--- src/rtl/banco_banda.sv ---
// -----------------------------------------------------------------------------
// banco_banda
//   Multi-channel, double-buffered sample bank for the FILTRO path.
//   Producers capture one sample at a time into a per-channel shadow register.
//   A single commit strobe moves every pending shadow into the newest tap of
//   that channel's history line, shifting older taps down (oldest dropped).
//   One registered read port returns any channel/tap with one clock latency.
//
// Ports
//   clk          system clock, rising edge
//   rst_n        asynchronous active-low reset (clears all state)
//   in           sample to capture
//   canal_in     target channel for capture
//   leer         capture strobe: shadow[canal_in] <= in
//   escribir     commit strobe: pending shadows shift into history
//   rd_en        read request
//   rd_canal     read channel
//   rd_tap       read tap (0 = newest)
//   out          registered read data
//   out_valido   one-cycle pulse, out updated this cycle
//   pendiente    per-channel "shadow holds an uncommitted sample" flags
//   err_sobre    sticky: pending shadow overwritten before commit
//   err_idx      sticky: out-of-range channel or tap used
//   limpiar_err  clears both sticky flags (a same-cycle new error wins)
// -----------------------------------------------------------------------------
module banco_banda #(
    parameter int ANCHO   = 25,
    parameter int CANALES = 4,
    parameter int PROF    = 3,
    parameter int CW      = (CANALES > 1) ? $clog2(CANALES) : 1,
    parameter int TW      = (PROF > 1) ? $clog2(PROF) : 1
) (
    input  logic               clk,
    input  logic               rst_n,
    input  logic [ANCHO-1:0]   in,
    input  logic [CW-1:0]      canal_in,
    input  logic               leer,
    input  logic               escribir,
    input  logic               rd_en,
    input  logic [CW-1:0]      rd_canal,
    input  logic [TW-1:0]      rd_tap,
    output logic [ANCHO-1:0]   out,
    output logic               out_valido,
    output logic [CANALES-1:0] pendiente,
    output logic               err_sobre,
    output logic               err_idx,
    input  logic               limpiar_err
);

    logic [ANCHO-1:0] shadow [CANALES];
    logic [ANCHO-1:0] hist   [CANALES][PROF];

    logic             cap_rango;
    logic             cap_ok;
    logic             rd_ok;
    logic             sobre_evt;
    logic             idx_evt;
    logic [CANALES-1:0] pend_nxt;

    // Index range checks; only meaningful when CANALES/PROF are not powers of 2.
    assign cap_rango = (32'(canal_in) < CANALES);
    assign cap_ok    = leer && cap_rango;
    assign rd_ok     = (32'(rd_canal) < CANALES) && (32'(rd_tap) < PROF);

    // Overwrite is only an error when no commit drains the old value this cycle.
    assign sobre_evt = cap_ok && pendiente[canal_in] && !escribir;
    assign idx_evt   = (leer && !cap_rango) || (rd_en && !rd_ok);

    // A commit clears every pending flag (non-pending ones are already 0);
    // a simultaneous capture re-arms its channel for the next commit.
    always_comb begin
        pend_nxt = escribir ? '0 : pendiente;
        if (cap_ok) begin
            pend_nxt[canal_in] = 1'b1;
        end
    end

    // ---- capture / commit stage ----
    always_ff @(posedge clk or negedge rst_n) begin
        if (!rst_n) begin
            for (int c = 0; c < CANALES; c++) begin
                shadow[c] <= '0;
                for (int k = 0; k < PROF; k++) begin
                    hist[c][k] <= '0;
                end
            end
        end else begin
            for (int c = 0; c < CANALES; c++) begin
                if (escribir && pendiente[c]) begin
                    for (int k = PROF - 1; k > 0; k--) begin
                        hist[c][k] <= hist[c][k-1];
                    end
                    hist[c][0] <= shadow[c];
                end
            end
            // Commit above reads the pre-edge shadow, so a same-cycle capture
            // is held back for the following commit.
            if (cap_ok) begin
                shadow[canal_in] <= in;
            end
        end
    end

    always_ff @(posedge clk or negedge rst_n) begin
        if (!rst_n) begin
            pendiente <= '0;
            err_sobre <= 1'b0;
            err_idx   <= 1'b0;
        end else begin
            pendiente <= pend_nxt;
            err_sobre <= sobre_evt | (err_sobre & ~limpiar_err);
            err_idx   <= idx_evt   | (err_idx   & ~limpiar_err);
        end
    end

    // ---- read stage (one clock, sees pre-commit history) ----
    always_ff @(posedge clk or negedge rst_n) begin
        if (!rst_n) begin
            out        <= '0;
            out_valido <= 1'b0;
        end else begin
            out_valido <= rd_en;
            if (rd_en) begin
                out <= rd_ok ? hist[rd_canal][rd_tap] : '0;
            end
        end
    end

endmodule

--- config.mk ---
export PLATFORM = sky130hd
export DESIGN_NAME = banco_banda
export DESIGN_NICKNAME = d
export VERILOG_FILES = /design/src/rtl/banco_banda.sv
export SDC_FILE = /design/constraint.sdc
export NUM_CORES = 1
export LEC_CHECK = 0
export BUFFER_PORTS_ARGS = -buffer_cell sky130_fd_sc_hd__buf_2
export CAP_MARGIN = 20
export CORE_ASPECT_RATIO = 0.8
export CORE_MARGIN = 4
export CORE_UTILIZATION = 56
export CTS_CLUSTER_DIAMETER = 30
export DETAILED_ROUTE_END_ITERATION = 7
export PLACE_DENSITY_LB_ADDON = 0.05
export SETUP_SLACK_MARGIN = 0.02
export SLEW_MARGIN = 20
export SYNTH_ARGS = -nofsm -noshare
export SYNTH_HDL_FRONTEND = slang
export SYNTH_SLANG_ARGS = --single-unit
--- constraint.sdc ---
create_clock -name clk -period 1.3 [get_ports clk]
set_clock_uncertainty 0.1 [all_clocks]
set_input_delay 0.13 -clock clk [delete_from_list [all_inputs] [get_ports clk]]
set_output_delay 0.13 -clock clk [all_outputs]
set_load 0.05 [all_outputs]
==> results.txt <==
CP Data Arrival Time: 1.92 ns
Number of enable flip-flop cells after synthesis: 0
Worst Setup SP: pendiente[0]
DR iter-0 viols: 1152
Die Ht: 170 um
CP Capture Point: err_sobre
Seq/Total Area, Yosys: 0.589
Relative slew slack: 0.594
Worst-path maximum fanout: 3
Setup-failing EPs final: 336
Final Hold Vio Count: 0
Total die area: 35700 um^2
Core Area: 31900 um^2
Post-synthesis register bit count: 432
Worst-Margin Slew: 0.609 ns
Clock latency on the worst-skew pair: 0.58 ns
CTS Buffer Depth: 3
Status: complete, but fails checks
Fin. max-slew vios: 0
Final worst-path cycle share: 1.20
First-pass GRT wire length: 75.9 mm
Max frequency: 638 MHz
Most frequent cells in the layout: 428 x dfrtp_1, 304 x mux2_4, 148 x mux2i_1
Dpl hpwl: 28.2 mm
Async SR Flop Fraction: 1.00
Tmin final: 1.57 ns
Routed vias/inst: 6.09
GPL Wtd Cong: 0.787
Setup ws final: -0.266 ns
Startpoint Class: flop
Synth Warn #: 0
Root Driver: clkbuf_16
Reg clk slew, reported paths: 0.05 ns
Largest net degree at the start of global routing: 52
Reg2reg path depth: 3
Diodes inserted: 0
Most common cell after layout, fill and taps aside: dfrtp_1
Crit path kind: reg -> reg
Net Count, Synth: 1305
Post-synthesis cell type count: 22
RSZ-0062 raised after global routing: true
CTS tree: done
Boundary Pins: 69
Reg-to-reg endpoint: err_sobre
Routed length per placed instance: 27.4 um
Grt ovf: 0
Core Util, Final: 0.821
Cell Area, Synth: 18300 um^2
Worst hold-check path type: in -> reg
Worst Path Required: 1.66 ns
Final std cells w/o fill: 2046
PwrDens: 2230 nW/um^2
Vias: 12500
Vias in the first global route: 12800
Failing checks: setup timing
Top FF cell, synth: dfrtp_1
Post-detailed-route count of antenna-violating nets: 0
RR Startpoint: pendiente[0]
Max Cap Viol: 0
Initial Utilization: 0.576
Layout cells sized above 1: 0.508
Post-Route WL: 56.1 mm
DRC viols: 0
Die X: 210 um
Rows: 58
Final net count: 1600
Critical Path End Type: flop
DR pass1 iterations: 5
Sink Count: 432
Leak Pwr: 12.9 nW
Total GRT Usage: 0.275
Cells after synthesis: 1268
Peak supply drop: 1.50 mV
Flop-to-flop setup slack: -0.27 ns
Htree depth: 3
Inserted Clock Buffers: 78
Number of port buffers: 68
Layout Area Growth over Synthesis: 42.6%
Initial antenna violation count: 0
Post-Place Cells: 1789
Mean Syn Cell Area: 14.5 um^2
## synth_stat cells (2+ instances only)
library cell  number  share of area
nand2b_1           4         0.0014
mux2i_1          150          0.082
buf_2             69          0.019
o22ai_1           75          0.026
inv_1              5         0.0010
nand2_1            6         0.0012
mux2_2           389           0.24
nor4_1            25         0.0085
o21ai_0            3        0.00082
or2_2              2        0.00068
clkbuf_1          12         0.0025
mux2_1            11         0.0068
buf_6              2         0.0012
nor2_1            75          0.015
a32o_1             2         0.0011
dfrtp_1          432           0.59
## critical path, stage by stage, from the launching register on
cell and delay [ns]:
dfrtp_2 0.42, buf_6 0.15, mux4_2 0.53, a32o_1 0.25
## layout make-up
cell class / count / area, um^2
Clock buffer: 105 / 2270
Clock inverter: 38 / 523
Fill cell: 1643 / 5700
Inverter: 5 / 18.8
Multi-Input combinational cell: 750 / 8430
Sequential cell: 432 / 10800
Tap cell: 420 / 526
Timing Repair Buffer: 296 / 3580
## metrics by stage
| step | hold slack [ns] | setup TNS, ns | area (um^2) | total power, W | worst slack, ns |
|---|---|---|---|---|---|
| after global placement | -0.0971 | -25.84 | 20300 | 0.0315 | -0.195 |
| after detailed placement | -0.0950 | -28.69 | 20300 | 0.0321 | -0.206 |
| after global routing | 0.0912 | -60.07 | 26200 | 0.0607 | -0.278 |
| after CTS | 0.0329 | -52.71 | 24500 | 0.0551 | -0.218 |
| final | 0.0704 | -55.34 | 26200 | 0.0584 | -0.266 |
| after floorplan | -0.266 | -37.40 | 18600 | 0.0285 | -0.147 |
## report_power, final
group	internal (W)	switching, W
Combinational	0.00916	0.00509
Clock	0.0143	0.00706
Sequential	0.0186	0.00426
Total	0.0420	0.0164
## timing repair
item                                    CTS  global route
pin swaps                                 0            23
hold endpoints to repair                541             7
hold buffers                             33             1
endpoints found under the setup margin  336           361
buffers inserted                         30            26
resized for setup                       173           252
cloned                                    8            22
## registers in the layout (all words and copies together) (netlist names)
signal      count
hist          300
shadow        100
out            25
pendiente       4
err_idx         1
err_sobre       1
out_valido      1
## cell families (layout without fill, tap and decap cells)
logic type / count (synthesis) / in the layout / synth area share
multiplexers: 551 / 551 / 0.329
flip-flops: 432 / 432 / 0.589
AO/OA/AOI/OAI: 81 / 81 / 0.0279
buffers and inverters: 88 / 444 / 0.0235
AND/OR/NAND/NOR: 116 / 118 / 0.0304
## routing by layer
| metal | routed length, um | up-vias | global-route usage | share of wire |
|---|---|---|---|---|
| met1 | 24400 | 6607 | 0.394 | 0.44 |
| met4 | 1390 | 0 | 0.0814 | 0.025 |
| met2 | 26500 | 477 | 0.441 | 0.47 |
| li1 | - | 5267 | - | - |
| met5 | 0 | - | 0 | 0 |
| met3 | 3740 | 119 | 0.0448 | 0.067 |
## worst min path at each step
stage          cells past startpoint  slack [ns]    endpoint   startpoint
2_1_floorplan                      0       -0.27     err_idx        rst_n
3_3_place_gp                       1        -0.1   hist[126]        rst_n
3_5_place_dp                       1        -0.1  shadow[27]        rst_n
4_1_cts                            6        0.03      out[2]  rd_canal[0]
5_1_grt                            6        0.09      out[2]  rd_canal[0]
6_report                           6        0.07      out[2]  rd_canal[0]
No activity file was read; power rests on OpenSTA's default activity.
